`config.mk`:
```
export PLATFORM = sky130hd
export DESIGN_NAME = sram_bus_ctrl
export DESIGN_NICKNAME = d
export VERILOG_FILES = /design/src/rtl/sram_bus_ctrl.sv
export SDC_FILE = /design/constraint.sdc
export NUM_CORES = 1
export LEC_CHECK = 0
export ABC_CLOCK_PERIOD_IN_PS = 1900
export CORE_ASPECT_RATIO = 1.2
export CORE_MARGIN = 2
export CORE_UTILIZATION = 39
export CTS_CLUSTER_SIZE = 20
export DETAILED_ROUTE_END_ITERATION = 7
export PLACE_DENSITY_LB_ADDON = 0.25
export SETUP_SLACK_MARGIN = 0.05
export SKIP_CTS_REPAIR_TIMING = 1
export SYNTH_ARGS = -nofsm -noshare
export SYNTH_HDL_FRONTEND = slang
export SYNTH_SLANG_ARGS = --single-unit
```
`constraint.sdc`:
```
create_clock -name i_clk -period 1.9 [get_ports i_clk]
set_input_delay 0.57 -clock i_clk [delete_from_list [all_inputs] [get_ports i_clk]]
set_output_delay 0.57 -clock i_clk [all_outputs]
set_load 0.05 [all_outputs]
```
`src/rtl/sram_bus_ctrl.sv`:
```
// sram_bus_ctrl -- bus-cycle controller for an async 16-bit external SRAM.
//
// Turns single-word read/write requests into timed SRAM cycles and owns the
// direction of the bidirectional data bus through an external tristate
// buffer (buf_i toward the pad, buf_o from the pad, buf_t = 1 releases it).
// A TURN cycle separates a read from a following write so the SRAM output
// driver and our buffer never fight over the bus.
//
// Every SRAM-facing output is a flop fed straight from the FSM, so strobes,
// buf_t and buf_i cannot glitch.
//
// Optional build macro: SRAM_BYTE_LANE_EN
//   defined   -> adds i_be[1:0] and o_sram_ub_n / o_sram_lb_n byte enables
//   undefined -> no byte-enable ports; every write is a full word
//
// WAIT_CYC sets how many cycles OE_n / WE_n stay low (legal 1..15).

module sram_bus_ctrl #(
  parameter int ADDR_W   = 18,
  parameter int WAIT_CYC = 2
) (
  input  logic              i_clk,
  input  logic              i_rst_n,
  input  logic              i_req,
  input  logic              i_we,
  input  logic [ADDR_W-1:0] i_addr,
  input  logic [15:0]       i_wdata,
  output logic              o_busy,
  output logic              o_done,
  output logic [15:0]       o_rdata,
  output logic [ADDR_W-1:0] o_sram_addr,
  output logic              o_sram_ce_n,
  output logic              o_sram_oe_n,
  output logic              o_sram_we_n,
  output logic [15:0]       o_buf_i,
  output logic              o_buf_t,
  input  logic [15:0]       i_buf_o
`ifdef SRAM_BYTE_LANE_EN
  ,
  input  logic [1:0]        i_be,
  output logic              o_sram_ub_n,
  output logic              o_sram_lb_n
`endif
);

  typedef enum logic [2:0] {
    S_IDLE     = 3'd0,
    S_RD       = 3'd1,
    S_TURN     = 3'd2,
    S_WR_SETUP = 3'd3,
    S_WR_PULSE = 3'd4,
    S_WR_HOLD  = 3'd5
  } state_t;

  // Counter counts down to zero, so a strobe of WAIT_CYC cycles loads WAIT_CYC-1.
  localparam logic [3:0] CNT_LOAD = 4'(WAIT_CYC - 1);

  state_t              r_state;
  logic [3:0]          r_cnt;
  logic                r_last_rd;
  logic                r_busy;
  logic                r_done;
  logic [15:0]         r_rdata;
  logic [ADDR_W-1:0]   r_sram_addr;
  logic                r_ce_n;
  logic                r_oe_n;
  logic                r_we_n;
  logic [15:0]         r_buf_i;
  logic                r_buf_t;

  // Registered outputs go straight to the ports.
  assign o_busy      = r_busy;
  assign o_done      = r_done;
  assign o_rdata     = r_rdata;
  assign o_sram_addr = r_sram_addr;
  assign o_sram_ce_n = r_ce_n;
  assign o_sram_oe_n = r_oe_n;
  assign o_sram_we_n = r_we_n;
  assign o_buf_i     = r_buf_i;
  assign o_buf_t     = r_buf_t;

  // Bus-cycle FSM: outputs are set on the edge that enters each state, so
  // they are valid for the whole state without any decode after the flops.
  always_ff @(posedge i_clk or negedge i_rst_n) begin
    if (!i_rst_n) begin
      r_state     <= S_IDLE;
      r_cnt       <= 4'd0;
      r_last_rd   <= 1'b0;
      r_busy      <= 1'b0;
      r_done      <= 1'b0;
      r_rdata     <= 16'd0;
      r_sram_addr <= '0;
      r_ce_n      <= 1'b1;
      r_oe_n      <= 1'b1;
      r_we_n      <= 1'b1;
      r_buf_i     <= 16'd0;
      r_buf_t     <= 1'b1;
    end else begin
      r_done <= 1'b0;
      case (r_state)
        S_IDLE: begin
          if (i_req) begin
            // Address and write data are captured here and never again
            // until the next accept, so bus-side changes while busy are inert.
            r_sram_addr <= i_addr;
            r_busy      <= 1'b1;
            if (!i_we) begin
              r_state <= S_RD;
              r_cnt   <= CNT_LOAD;
              r_ce_n  <= 1'b0;
              r_oe_n  <= 1'b0;
            end else begin
              r_buf_i <= i_wdata;
              if (r_last_rd) begin
                // SRAM may still be driving the bus after OE_n rose: idle a cycle.
                r_state <= S_TURN;
              end else begin
                r_state <= S_WR_SETUP;
                r_ce_n  <= 1'b0;
                r_buf_t <= 1'b0;
              end
            end
          end
        end

        S_RD: begin
          if (r_cnt == 4'd0) begin
            r_rdata   <= i_buf_o;
            r_done    <= 1'b1;
            r_last_rd <= 1'b1;
            r_busy    <= 1'b0;
            r_ce_n    <= 1'b1;
            r_oe_n    <= 1'b1;
            r_state   <= S_IDLE;
          end else begin
            r_cnt <= r_cnt - 4'd1;
          end
        end

        S_TURN: begin
          r_state <= S_WR_SETUP;
          r_ce_n  <= 1'b0;
          r_buf_t <= 1'b0;
        end

        S_WR_SETUP: begin
          // Data has been on the bus for a full cycle before WE_n falls.
          r_state <= S_WR_PULSE;
          r_cnt   <= CNT_LOAD;
          r_we_n  <= 1'b0;
        end

        S_WR_PULSE: begin
          if (r_cnt == 4'd0) begin
            r_state <= S_WR_HOLD;
            r_we_n  <= 1'b1;
          end else begin
            r_cnt <= r_cnt - 4'd1;
          end
        end

        S_WR_HOLD: begin
          // Data stays driven one cycle past WE_n rising for hold time.
          r_state   <= S_IDLE;
          r_ce_n    <= 1'b1;
          r_buf_t   <= 1'b1;
          r_done    <= 1'b1;
          r_last_rd <= 1'b0;
          r_busy    <= 1'b0;
        end

        default: begin
          r_state <= S_IDLE;
          r_busy  <= 1'b0;
          r_ce_n  <= 1'b1;
          r_oe_n  <= 1'b1;
          r_we_n  <= 1'b1;
          r_buf_t <= 1'b1;
        end
      endcase
    end
  end

`ifdef SRAM_BYTE_LANE_EN
  logic [1:0] r_be;
  logic       r_ub_n;
  logic       r_lb_n;

  assign o_sram_ub_n = r_ub_n;
  assign o_sram_lb_n = r_lb_n;

  // Byte-lane enables track the FSM: both lanes on for reads, be-selected
  // lanes across the write phases, both off otherwise.
  always_ff @(posedge i_clk or negedge i_rst_n) begin
    if (!i_rst_n) begin
      r_be   <= 2'b11;
      r_ub_n <= 1'b1;
      r_lb_n <= 1'b1;
    end else begin
      case (r_state)
        S_IDLE: begin
          if (i_req) begin
            r_be <= i_be;
            if (!i_we)
              {r_ub_n, r_lb_n} <= 2'b00;
            else if (!r_last_rd)
              {r_ub_n, r_lb_n} <= ~i_be;
          end
        end
        S_TURN:    {r_ub_n, r_lb_n} <= ~r_be;
        S_RD:      if (r_cnt == 4'd0) {r_ub_n, r_lb_n} <= 2'b11;
        S_WR_HOLD: {r_ub_n, r_lb_n} <= 2'b11;
        default:   ;
      endcase
    end
  end
`endif

endmodule

```
==> metrics.md <==
| Metric | Value |
|---|---|
| Synthesized netlist net count | `244` |
| Clock sinks | `64` |
| Avg Cell Area, Syn | `14.62 sq um` |
| Area grow syn2layout | `48.21%` |
| Cell Area, Placed | `3889 sq um` |
| Worst path slowest cell | `clkdlybuf4s50_1` |
| CP Cell Sequence | `clkdlybuf4s50_1 -> nor4b_4 -> buf_4 -> mux2_2` |
| Worst setup path class | `in2reg` |
| Share of the synthesized area in the top cell type | `0.5432` |
| Slew of the pin with the lowest slew margin | `538.3 ps` |
| Die W | `80.85 um` |
| First-pass GRT wire length | `9108 um` |
| Instance count on the critical path | `4` |
| Fin area | `4096 sq um` |
| Post-synthesis sequential area ratio | `0.5813` |
| Top Metal Used | `met4` |
| Max-slew violations | `0` |
| Synth area leader | `dfrtp_1` |
| Total track usage | `0.1581` |
| Count of cell types in the netlist | `44` |
| Status | `finished, final reports clean` |
| Synth async-reset ratio | `1.000` |
| CTS buffer count | `9` |
| Slew margin rel. | `0.6360` |
| Unrepaired setup endpoints after global routing | `false` |
| Final Hold Fails | `0` |
| WL final | `5884 um` |
| Vias in the first global route | `1929` |
| Met3 WL post-DR | `407 um` |
| Setup Skew | `4.102 ps` |
| TritonCTS clock tree | `built` |
| Number of max-cap violations | `0` |
| R2R cell count | `6` |
| Period utilisation layout | `0.9328` |
| Slowest stage delay, CP | `520 ps` |
| Synth Instances | `189` |
| Final HPWL DP | `4317 um` |
| CP top delay family | `buffers and inverters` |
| I/O Pins | `110` |
| Crit path max fanout | `16` |
| Fmax | `564.3 MHz` |
| Initial Utilization | `0.4032` |
| Rows | `33` |
| Primary FF master, synth | `dfrtp_1` |
| Max Buffers Root-to-Sink | `2` |
| Pin count of the biggest net entering global routing | `65` |
| Die height | `96.22 um` |
| Avg WL per Cell | `14.64 um` |
| Initial antenna violation count | `0` |
| Final Net Count | `365` |
| Core Util, Final | `0.5977` |
| WP data required | `2120 ps` |
| First drt pass iteration count | `4` |
| Htree depth | `3` |
| Crit path launch type | `input port` |
| Clk_lat worst skew | `340 ps` |
| Root Driver | `clkbuf_8` |
| Final worst path period need | `1772 ps` |
| Ys Warns | `0` |
| GP Congestion | `0.7179` |
| Buffers & Inverters on Critical Path | `2` |
| DRC Markers | `0` |
| Vias/cell | `4.876` |
| Initial DRC count | `54` |
| Die footprint | `7779 sq um` |
| Met2 wire length | `3072 um` |
| Hold Path Class | `in2async` |
| WP data arrival | `1990 ps` |
| CTS clock-pin slew for the worst setup and hold paths | `70 ps` |
| Layout cell share with drive strength beyond 1 | `0.4540` |
| Port bufs | `109` |
| Wl on met1 | `2285 um` |
| Yosys reg bits | `64` |
| Inserted Diodes | `0` |
| Core Area | `6854 sq um` |
| Top cells by area, synth | `dfrtp_1, mux2_2, mux2_4, dfstp_2, buf_6` |
| Antenna viol nets, final | `0` |
| Most frequent cells in the layout | `dfrtp_1, buf_4, clkdlybuf4s50_1` |
| Final setup fails | `0` |
| Vias | `1960` |
| Grt ovf | `0` |
| Setup crit end kind | `register` |
| Number of synthesized flops with an enable pin | `0` |
| Area of the mapped netlist | `2764 sq um` |
## routing by layer
metal  vias up  track usage
met2        69       0.2610
met5         -            0
met3        10      0.05159
li1        918            -
met1       963       0.1811
met4         0      0.08475
## cells by family (layout without fill, tap and decap cells)
logic type / Yosys count / after routing / share of synthesized area
buffers and inverters: 14 / 140 / 0.03169
muxes: 53 / 53 / 0.2286
AOI/OAI and AO/OA: 23 / 23 / 0.05659
and+or+nand+nor: 32 / 32 / 0.08828
xor gates and xnor gates: 2 / 2 / 0.009056
adders and majority gates: 1 / 1 / 0.004526
DFF: 64 / 64 / 0.5813
## stage by stage
| step | instances | hold WS [ps] | setup TNS [ps] | worst slack, ps |
|---|---|---|---|---|
| global placement | 385 | 488.3 | -6523 | -188.2 |
| floorplan | 189 | 274.4 | 0 | 139.9 |
| CTS | 401 | 241.7 | 0 | 68.82 |
| finish | 402 | 228.0 | 0 | 127.8 |
| detailed placement | 385 | 494.7 | -7441 | -223.8 |
| global route | 402 | 259.0 | 0 | 72.42 |
## layout make-up
cell class	instances	area, sq um
Fill cell	589	2758
Clock buffer	10	127.6
Timing Repair Buffer	119	1096
Clock inverter	6	60.06
Sequential cell	64	1607
Multi-Input combinational cell	111	1079
Tap cell	87	108.9
Inverter	5	18.77
## cell usage after synthesis (2+ instances only)
master	n
a21oi_1	6
a221oi_1	2
buf_4	3
buf_6	3
clkbuf_1	2
dfrtp_1	60
dfstp_2	4
inv_1	5
mux2_2	41
mux2_4	10
mux2i_1	2
nand2_1	2
nand2b_1	5
nor2_1	4
nor2b_1	2
nor3_1	2
nor3b_1	2
o211ai_1	2
o21ai_0	4
o32ai_1	2
or4b_1	3
## sequential cells by signal, indices dropped and copies added (netlist names)
register / count
o_sram_oe_n: 1
o_rdata: 16
o_sram_ce_n: 1
o_sram_addr: 18
o_sram_we_n: 1
r_cnt: 4
o_buf_i: 16
r_state: 3
o_done: 1
o_buf_t: 1
r_last_rd: 1
o_busy: 1
## worst paths after layout
kind	start	slack, ps	end
max	i_req	130	o_sram_addr[2]
min	i_rst_n	230	o_rdata[15]
max reg2reg	r_cnt[0]	190	o_rdata[9]
min reg2reg	o_buf_i[1]	510	o_buf_i[1]
max in group asynchronous	i_rst_n	1370	o_sram_ce_n
min in group i_clk	o_buf_i[1]	510	o_buf_i[1]
Power is left out: the tool's default activity adds up to more than one toggle a clock period on the data nets, which glitch-free logic cannot reach.
